<file path="src/rtl/chan_scan_seq_pkg.sv">
// Shared definitions for the channel scan sequencer: state encodings and
// the channel-select width used by the downstream one-hot decoder.
package chan_scan_seq_pkg;

    localparam int CH_SEL_W = 2;

    localparam logic [1:0] ST_IDLE  = 2'd0;
    localparam logic [1:0] ST_DWELL = 2'd1;
    localparam logic [1:0] ST_GAP   = 2'd2;

    typedef logic [CH_SEL_W-1:0] ch_idx_t;

endpackage

</file>
<file path="src/rtl/chan_scan_seq_next_ch_pick.sv">
// Combinational channel picker: next set mask bit above the current index
// (wrapping to the lowest set bit), plus the lowest set bit on its own.
module chan_scan_seq_next_ch_pick
    import chan_scan_seq_pkg::*;
#(
    parameter int NUM_CH = 4
) (
    input  logic [NUM_CH-1:0] mask,
    input  ch_idx_t           cur,
    output ch_idx_t           nxt,
    output logic              wrapped,
    output ch_idx_t           lowest
);

    ch_idx_t lowest_s;
    ch_idx_t higher_s;
    logic    low_found_s;
    logic    high_found_s;

    // Priority scans from bit 0 upward; the first hit wins in each scan.
    always_comb begin
        lowest_s     = {CH_SEL_W{1'b0}};
        higher_s     = {CH_SEL_W{1'b0}};
        low_found_s  = 1'b0;
        high_found_s = 1'b0;
        for (int i = 0; i < NUM_CH; i++) begin
            lowest_s     = (mask[i] && !low_found_s) ? CH_SEL_W'(i) : lowest_s;
            low_found_s  = low_found_s | mask[i];
            higher_s     = (mask[i] && (i > int'(cur)) && !high_found_s) ? CH_SEL_W'(i) : higher_s;
            high_found_s = high_found_s | (mask[i] && (i > int'(cur)));
        end
    end

    assign wrapped = ~high_found_s;
    assign nxt     = high_found_s ? higher_s : lowest_s;
    assign lowest  = lowest_s;

endmodule

</file>
<file path="src/rtl/chan_scan_seq.sv">
// Channel scan sequencer: latches mask/dwell/mode on start and steps the
// decoder select round-robin with a one-cycle break-before-make gap.
module chan_scan_seq
    import chan_scan_seq_pkg::*;
#(
    parameter int NUM_CH  = 4,
    parameter int DWELL_W = 8
) (
    input  logic               clk,
    input  logic               rst,
    input  logic               start,
    input  logic               stop,
    input  logic               cont,
    input  logic [NUM_CH-1:0]  ch_mask,
    input  logic [DWELL_W-1:0] dwell,
    output logic [1:0]         sel,
    output logic               sel_en,
    output logic               busy,
    output logic               done,
    output logic               err
);

    logic [1:0]         state_r;
    logic [DWELL_W-1:0] cnt_r;
    logic [DWELL_W-1:0] dwell_m1_r;
    logic [NUM_CH-1:0]  mask_r;
    logic               cont_r;
    ch_idx_t            sel_r;
    logic               sel_en_r;
    logic               busy_r;
    logic               done_r;
    logic               err_r;

    logic [NUM_CH-1:0]  pick_mask_s;
    logic [DWELL_W-1:0] dwell_m1_s;
    ch_idx_t            nxt_s;
    ch_idx_t            lowest_s;
    logic               wrapped_s;

    // A dwell of 0 behaves as 1, so the reload value saturates at zero.
    function automatic logic [DWELL_W-1:0] reload_of(input logic [DWELL_W-1:0] d);
        return (d == {DWELL_W{1'b0}}) ? {DWELL_W{1'b0}} : (d - DWELL_W'(1));
    endfunction

    // In IDLE the picker looks at the live mask so start can pick the first channel.
    always_comb begin
        pick_mask_s = (state_r == ST_IDLE) ? ch_mask : mask_r;
        dwell_m1_s  = reload_of(dwell);
    end

    chan_scan_seq_next_ch_pick #(
        .NUM_CH (NUM_CH)
    ) u_pick (
        .mask    (pick_mask_s),
        .cur     (sel_r),
        .nxt     (nxt_s),
        .wrapped (wrapped_s),
        .lowest  (lowest_s)
    );

    // Scan FSM, dwell counter, latched configuration and registered outputs.
    always_ff @(posedge clk) begin
        if (rst) begin
            state_r    <= ST_IDLE;
            cnt_r      <= {DWELL_W{1'b0}};
            dwell_m1_r <= {DWELL_W{1'b0}};
            mask_r     <= {NUM_CH{1'b0}};
            cont_r     <= 1'b0;
            sel_r      <= {CH_SEL_W{1'b0}};
            sel_en_r   <= 1'b0;
            busy_r     <= 1'b0;
            done_r     <= 1'b0;
            err_r      <= 1'b0;
        end else begin
            done_r <= 1'b0;
            err_r  <= 1'b0;
            case (state_r)
                ST_IDLE: begin
                    if (start && !stop) begin
                        if (ch_mask != {NUM_CH{1'b0}}) begin
                            mask_r     <= ch_mask;
                            dwell_m1_r <= dwell_m1_s;
                            cont_r     <= cont;
                            cnt_r      <= dwell_m1_s;
                            sel_r      <= lowest_s;
                            sel_en_r   <= 1'b1;
                            busy_r     <= 1'b1;
                            state_r    <= ST_DWELL;
                        end else begin
                            err_r <= 1'b1;
                        end
                    end
                end
                ST_DWELL: begin
                    if (stop) begin
                        state_r  <= ST_IDLE;
                        sel_r    <= {CH_SEL_W{1'b0}};
                        sel_en_r <= 1'b0;
                        busy_r   <= 1'b0;
                    end else if (cnt_r != {DWELL_W{1'b0}}) begin
                        cnt_r <= cnt_r - DWELL_W'(1);
                    end else if (!wrapped_s || cont_r) begin
                        state_r  <= ST_GAP;
                        sel_en_r <= 1'b0;
                    end else begin
                        state_r  <= ST_IDLE;
                        sel_r    <= {CH_SEL_W{1'b0}};
                        sel_en_r <= 1'b0;
                        busy_r   <= 1'b0;
                        done_r   <= 1'b1;
                    end
                end
                ST_GAP: begin
                    if (stop) begin
                        state_r  <= ST_IDLE;
                        sel_r    <= {CH_SEL_W{1'b0}};
                        sel_en_r <= 1'b0;
                        busy_r   <= 1'b0;
                    end else begin
                        state_r  <= ST_DWELL;
                        sel_r    <= nxt_s;
                        cnt_r    <= dwell_m1_r;
                        sel_en_r <= 1'b1;
                    end
                end
                default: begin
                    state_r  <= ST_IDLE;
                    sel_r    <= {CH_SEL_W{1'b0}};
                    sel_en_r <= 1'b0;
                    busy_r   <= 1'b0;
                end
            endcase
        end
    end

    assign sel    = sel_r;
    assign sel_en = sel_en_r;
    assign busy   = busy_r;
    assign done   = done_r;
    assign err    = err_r;

endmodule

</file>
<file path="config.mk">
export PLATFORM = sky130hd
export DESIGN_NAME = chan_scan_seq
export DESIGN_NICKNAME = d
export VERILOG_FILES = /design/src/rtl/chan_scan_seq_pkg.sv /design/src/rtl/chan_scan_seq_next_ch_pick.sv /design/src/rtl/chan_scan_seq.sv
export SDC_FILE = /design/constraint.sdc
export NUM_CORES = 1
export LEC_CHECK = 0
export CAP_MARGIN = 20
export CORE_ASPECT_RATIO = 1.25
export CORE_MARGIN = 2
export CORE_UTILIZATION = 55
export DETAILED_ROUTE_END_ITERATION = 10
export GPL_TIMING_DRIVEN = 0
export MAX_ROUTING_LAYER = met4
export PLACE_DENSITY = 0.79
export SLEW_MARGIN = 20
export SYNTH_ARGS = -nofsm -noshare
export SYNTH_HDL_FRONTEND = slang
export SYNTH_SLANG_ARGS = --single-unit
</file>
<file path="constraint.sdc">
create_clock -name clk -period 2.94 [get_ports clk]
set_clock_uncertainty 0.05 [all_clocks]
set_input_delay 0.588 -clock clk [delete_from_list [all_inputs] [get_ports clk]]
set_output_delay 0.588 -clock clk [all_outputs]
set_load 0.005 [all_outputs]
</file>
== Yosys cells after proc, flatten, opt, wreduce, memory -nomap -nowiden ==
Index checks and enable logic that the tools add are counted.

* Output and inout port bits: 6
* Logic and storage cells: 102
* Bits of input ports: 17
* Flip-flop bits (word level): 29

* Add/sub/neg operators: 2
* Equality and inequality tests: 10
* Reduce and logical (&&, ||, !) cells: 28
* Bitwise operators: 7
* $lt $le $gt $ge: 3
* Muxes and demuxes: 42

{| class="wikitable"
|+ Operators with widths
! kind !! count
|-
| 8-bit two-way mux || 6
|-
| 2-bit two-way mux || 16
|-
| 8-bit case mux with 3 select lines || 1
|-
| 8-bit by 1-bit subtractor with 8-bit output (second input constant) || 2
|-
| 1-bit two-way mux || 14
|-
| 2-bit case mux with 3 select lines || 2
|-
| 1-bit logical AND || 9
|-
| 8-bit zero test || 1
|-
| 2-bit inequality test (second input constant) || 4
|-
| 8-bit nonzero test || 1
|-
| 1-bit zero test || 6
|-
| 3-bit inequality test (second input constant) || 2
|-
| 1-bit case mux with 3 select lines || 2
|-
| 3-bit AND reduction || 2
|-
| 6-bit AND reduction || 1
|-
| 5-bit AND reduction || 1
|-
| 2-bit greater-than comparator (first input constant) || 2
|-
| 4-bit two-way mux || 1
|-
| 2-bit by 1-bit inequality test with 1-bit output (second input constant) || 2
|-
| 1-bit OR || 4
|-
| 4-bit AND reduction || 1
|-
| 4-bit nonzero test || 1
|-
| 4-bit OR reduction || 1
|-
| 1-bit inverter || 3
|-
| 7 further kinds || 7
|}

== Longest topological paths before layout ==
* Depth in word-level cells: 10
* Mapped depth: 9
* Mapped depth without buffers: 7

== Cells and area by module ==
A second synthesis with hierarchy kept.

* Cell total of the unflattened synthesis: 222
* Area total of the unflattened synthesis: 1851.8 µm²

{| class="wikitable"
|+ Modules (own cells, without submodules)
! module !! area each (µm²) !! times used !! sequential area each (µm²) !! cells each
|-
| chan_scan_seq || 1726.7 || 1 || 580.6 || 203
|-
| chan_scan_seq_next_ch_pick || 125.1 || 1 || 0.0 || 19
|}

== Worst setup path after synthesis ==
No wires, ideal clock.

* Path type: register to register
* Start point: reg state_r[0]
* End point: reg busy_r, in the netlist busy
* Path slack: 0.861 ns
* Stages on the path, launching flop included: 9
* Required time: 2.758 ns
* Path buffers: 1
* Arrival time: 1.897 ns
* Clock period less this slack: 2.079 ns
* Library setup time: 0.132 ns
* Cells stage by stage: dfxtp_1 -> inv_1 -> ha_1 -> buf_6 -> mux2_4 -> a22o_4 -> o31a_1 -> o31ai_1 -> a21oi_1

* Longest elaborated chain between the ends: 8
* Elaborated cells on any way between the ends: 17
* Classes of those cells: 7 x eq/ne; 2 x mux; 2 x bitwise; 6 x reduce/logical

{| class="wikitable"
|+ RTL lines
! element !! RTL line !! text
|-
| from (decl) || chan_scan_seq.sv:23 || <nowiki>logic [1:0] state_r;</nowiki>
|-
| from (signal assigned) || chan_scan_seq.sv:64 || <nowiki>state_r <= ST_IDLE;</nowiki>
|-
| from (signal assigned) || chan_scan_seq.sv:88 || <nowiki>state_r <= ST_DWELL;</nowiki>
|-
| from (signal assigned) || chan_scan_seq.sv:96 || <nowiki>state_r <= ST_IDLE;</nowiki>
|-
| 2-bit zero test || chan_scan_seq.sv:47, chan_scan_seq.sv:77 ||
|-
| 4-bit two-way mux || chan_scan_seq.sv:47 || <nowiki>pick_mask_s = (state_r == ST_IDLE) ? ch_mask : mask_r;</nowiki>
|-
| 1-bit logical AND || chan_scan_seq_next_ch_pick.sv:30 || <nowiki>high_found_s = high_found_s | (mask[i] && (i > int'(cur)));</nowiki>
|-
| 1-bit OR (2 in series) || chan_scan_seq_next_ch_pick.sv:30 ||
|-
| 1-bit logical OR || chan_scan_seq.sv:102 || <nowiki>end else if (!wrapped_s || cont_r) begin</nowiki>
|-
| 3-bit inequality test (no source line) || -- ||
|-
| 5-bit AND reduction (no source line) || -- ||
|-
| to (signal assigned) || chan_scan_seq.sv:99 || <nowiki>busy_r <= 1'b0;</nowiki>
|-
| to (signal assigned) || chan_scan_seq.sv:109 || <nowiki>busy_r <= 1'b0;</nowiki>
|-
| to (signal assigned) || chan_scan_seq.sv:118 || <nowiki>busy_r <= 1'b0;</nowiki>
|-
| to (decl) || chan_scan_seq.sv:30 || <nowiki>logic busy_r;</nowiki>
|}

Several ways; a longest one is shown, not always the timed one.
A chain may end at the register's enable or synchronous reset.

== Worst setup path in the final report ==
* Start point: in dwell[0]
* End point: reg cnt_r[1]

* Longest elaborated chain between the ends: 5
* Elaborated cells on any way between the ends: 6
* Classes of those cells: 1 x add/sub; 4 x mux; 1 x reduce/logical

{| class="wikitable"
|+ RTL lines
! element !! RTL line !! text
|-
| from (decl) || chan_scan_seq.sv:15 || <nowiki>input logic [DWELL_W-1:0] dwell,</nowiki>
|-
| 8-bit by 1-bit subtractor with 8-bit output / 8-bit zero test (equally long branches) || chan_scan_seq.sv:42 || <nowiki>return (d == {DWELL_W{1'b0}}) ? {DWELL_W{1'b0}} : (d - DWELL_W'(1));</nowiki>
|-
| 8-bit two-way mux * || chan_scan_seq.sv:42 ||
|-
| 8-bit two-way mux * || chan_scan_seq.sv:80 || <nowiki>if (ch_mask != {NUM_CH{1'b0}}) begin</nowiki>
|-
| 8-bit two-way mux * || chan_scan_seq.sv:79 || <nowiki>if (start && !stop) begin</nowiki>
|-
| 8-bit case mux with 3 select lines * || chan_scan_seq.sv:77 || <nowiki>case (state_r)</nowiki>
|-
| to (signal assigned) || chan_scan_seq.sv:65 || <nowiki>cnt_r <= {DWELL_W{1'b0}};</nowiki>
|-
| to (signal assigned) || chan_scan_seq.sv:84 || <nowiki>cnt_r <= dwell_m1_s;</nowiki>
|-
| to (signal assigned) || chan_scan_seq.sv:101 || <nowiki>cnt_r <= cnt_r - DWELL_W'(1);</nowiki>
|-
| to (decl) || chan_scan_seq.sv:24 || <nowiki>logic [DWELL_W-1:0] cnt_r;</nowiki>
|}

Every way passes the cells marked *; elsewhere a longest branch is shown, timed or not. The select of a mux whose other input is x is not followed.

==> results.md <==
* Post-detail-place hpwl at 3360 microns
* Global-route wire length before repair at 7560 microns
* Die outline height at 69.3 microns
* Final hold vios at 0
* P per Cell Area at 699 nW/um^2
* Maximum frequency from static timing analysis at 414 MHz
* Mean cell area of the mapped netlist at 7.91 sq um
* Net count of the finished layout at 290
* Vias per cell at 5.85
* Total Routed Length at 4480 microns
* Top-level I/O count at 23
* Max-cap violations at 0
* Final cell count without fillers at 302
* Proportion of synthesized chip area in sequential cells at 0.310
* Floorplan die area at 3900 sq um
* Floorplan row count at 23
* Clock edge transition at the registers on the reported setup and hold paths at 60 ps
* Starting density of the core at 0.582
* Pin count of the biggest net entering global routing at 11
* Result of the run: finished clean
* Number of synthesis warnings at 0
* Maximum level of the CTS H-tree at 2
* Total negative setup slack at 0 ps
* Final min period at 2420 ps
* Total number of clock tree sinks at 29
* Routed vias at 1,766
* CP Launch Type: input pin
* DP Cell Count at 295
* Area post-placement at 2130 sq um
* Number of global-route vias before repair at 1,711
* Worst Tran Pin Value at 556 ps
* Max layer used: met4
* Routability-driven placement congestion ratio at 0.918
* Horizontal extent of the die at 56.2 microns
* Area share of the largest cell type after synthesis at 0.310
* Bufs on Longest Clock Path at 2
* Detail-routed net length per standard cell at 14.8 microns
* Clock latency on the worst-skew pair at 290 ps
* Number of nets with antenna violations after detailed routing at 0
* Setup repair after global routing missed its margin: false
* Arrival time of the worst setup path at 2510 ps
* GRT Util Overall at 0.252
* CTS buffer count at 5
* Residual DRC at 0
* Synth Register Bits at 29
* Total congestion overflow after global routing at 0
* Post-Synthesis Net Count at 262
* Synthesized instance count at 237
* Wire length on met1 at 1900 microns
* Maximum net fanout on the critical path at 8
* Hold/Removal Path Class: reg -> reg
* Final design instance area without fill at 2220 sq um
* Number of post-CTS setup repair buffers at 0
* Synth top area cells: sky130_fd_sc_hd__dfxtp_1 (31%), sky130_fd_sc_hd__nand2_1 (7.4%), sky130_fd_sc_hd__ha_1 (5.3%), sky130_fd_sc_hd__nor2_1 (5.2%), sky130_fd_sc_hd__a21oi_1 (5.1%)
* Antenna violations before repair at 0
* Distinct cell type count of the synthesized netlist at 53
* Worst Path Class, Setup: in -> reg
* Leakage component of the power at 0.870 nW
* Number of detailed-route iterations in the first pass at 4
* Cell type with the highest aggregate area in the netlist: sky130_fd_sc_hd__dfxtp_1
* Area added between synthesis and finish at 18.3%
* Setup violations, final at 0
* Headroom to the max-slew limit at 0.630
* Required time at the endpoint of the critical path at 3040 ps
* Total met2 wirelength after detailed routing at 2270 microns
* Fill cell count at 292
* Quantity of gates resized following cts at 0
* Starting DRC count in detailed routing at 58
* Port Buffers at 21
* CTS tree: done
* Largest voltage drop on the vdd net at 442 uV
* Kind of end point of the critical path: register
* Period utilization at 0.821
* Number of inserted diodes at 0
* Area of the mapped netlist at 1880 sq um
* Overall power of the completed layout at 1.55 mW
* WL met3 at 182 microns
* Fraction of final layout cells with drive strength greater than 1 at 0.0792
* Clock root buffer: sky130_fd_sc_hd__clkbuf_8
* Hold-fix buffer count after cts at 0
* Final slew viol count at 0
* Core box area at 3220 sq um
[sequential cells by signal (all words and copies together) (netlist names)]
| register | cells |
|---|---|
| cnt_r | 8 |
| mask_r | 4 |
| sel_en | 1 |
| sel | 2 |
| state_r | 2 |
| cont_r | 1 |
| busy | 1 |
| err | 1 |
| done | 1 |
| dwell_m1_r | 8 |
[area by class of cell]
cell class              count  area [sq um]  share of cell area
plain buffers              11          58.8              0.0265
clock buffers               7          86.3              0.0389
inverters                  12          45.0              0.0203
multi-input cells         185          1190               0.537
flip-flops and latches     29           581               0.262
well taps                  37          46.3              0.0209
repair buffers             21           210              0.0948
[metrics by stage]
| step | worst slack, ps | utilization | hold WS [ps] |
|---|---|---|---|
| 6_report | 525 | 0.688 | 411 |
| 5_1_grt | 355 | 0.688 | 438 |
| 4_1_cts | 504 | 0.688 | 415 |
| 3_5_place_dp | 228 | 0.661 | 406 |
| 3_3_place_gp | 247 | 0.661 | 393 |
| 2_1_floorplan | 861 | - | 387 |
[final timing paths]
path | from | end | slack (ps) | cells after the start
worst max register to register | state_r[0] | sel[1] | 720 | 8
worst max-delay path | dwell[0] | cnt_r[1] | 520 | 9
worst min-delay path | dwell_m1_r[2] | dwell_m1_r[2] | 410 | 2
worst min register to register | dwell_m1_r[2] | dwell_m1_r[2] | 410 | 2
[logic make-up (layout without fill, tap and decap cells)]
logic type / after synthesis / after routing / synth area share
and+or+nand+nor: 102 / 102 / 0.266
buffers and inverters: 23 / 51 / 0.0554
muxes: 6 / 6 / 0.0354
AOI/OAI and AO/OA: 62 / 62 / 0.248
DFF: 29 / 29 / 0.310
xor gates and xnor gates: 7 / 7 / 0.0327
adders and majority gates: 8 / 8 / 0.0534
[power by group]
group	internal, mW	leakage (nW)	switching [mW]
Clock	0.185	0.0443	0.156
Sequential	0.458	0.237	0.0715
Combinational	0.316	0.588	0.364
[per-layer routing]
| metal | global-route usage | vias to the layer above |
|---|---|---|
| met5 | - | - |
| met4 | 0.114 | 0 |
| met3 | 0.0560 | 11 |
| met2 | 0.431 | 45 |
| met1 | 0.276 | 807 |
| li1 | - | 903 |
[worst max-delay path, cell delays in order]
cell                              delay [ps]
sky130_fd_sc_hd__clkdlybuf4s50_1         490
sky130_fd_sc_hd__inv_1                   110
sky130_fd_sc_hd__ha_1                    190
sky130_fd_sc_hd__nor3b_1                 340
sky130_fd_sc_hd__and2_1                  180
sky130_fd_sc_hd__clkbuf_1                260
sky130_fd_sc_hd__nor3_1                   80
sky130_fd_sc_hd__a21oi_1                 190
sky130_fd_sc_hd__a211oi_2                 90
[cell usage after synthesis (all sizes together)]
cell	instances
mux2i	4
o31a	1
a211oi	5
nor2	26
a22o	1
o32ai	1
nand4	2
a311oi	2
and3	2
o22ai	4
nand3	1
o211ai	3
o21ai	5
a221o	3
and2	1
o31ai	4
a22oi	1
xor2	1
a2111oi	2
and4b	1
or3	2
clkbuf	7
nor3	12
dfxtp	29
xnor2	6
ha	8
a21o	2
nor2b	3
a21oi	20
a31oi	1
a41o	2
a21bo	1
nand2b	5
inv	12
buf	4
o21a	1
o211a	3
mux2	2
nor4	2
or4	2
nor3b	5
nand3b	1
nand2	37
[placed cells by master (no fill, tap or decap), types with 2 or more instances in the layout]
master                            count
sky130_fd_sc_hd__a41o_1               2
sky130_fd_sc_hd__or4_1                2
sky130_fd_sc_hd__o22ai_1              4
sky130_fd_sc_hd__xnor2_1              6
sky130_fd_sc_hd__a21oi_1             19
sky130_fd_sc_hd__clkbuf_1             8
sky130_fd_sc_hd__a221o_1              3
sky130_fd_sc_hd__inv_1               12
sky130_fd_sc_hd__buf_6                2
sky130_fd_sc_hd__o31ai_1              3
sky130_fd_sc_hd__clkdlybuf4s50_1     21
sky130_fd_sc_hd__buf_2                2
sky130_fd_sc_hd__and3_1               2
sky130_fd_sc_hd__nor2_1              26
sky130_fd_sc_hd__nor2b_1              3
sky130_fd_sc_hd__o21ai_0              4
sky130_fd_sc_hd__nand4_1              2
sky130_fd_sc_hd__nand2_1             37
sky130_fd_sc_hd__dfxtp_1             29
sky130_fd_sc_hd__o211ai_1             3
sky130_fd_sc_hd__nand2b_1             5
sky130_fd_sc_hd__o211a_1              2
sky130_fd_sc_hd__mux2i_1              4
sky130_fd_sc_hd__ha_1                 8
sky130_fd_sc_hd__a2111oi_0            2
sky130_fd_sc_hd__nor3_1              11
sky130_fd_sc_hd__nor3b_1              5
sky130_fd_sc_hd__a211oi_1             4
sky130_fd_sc_hd__or3_1                2
sky130_fd_sc_hd__a21o_1               2
sky130_fd_sc_hd__clkbuf_8             6
No activity file was read; power rests on OpenSTA's default activity.
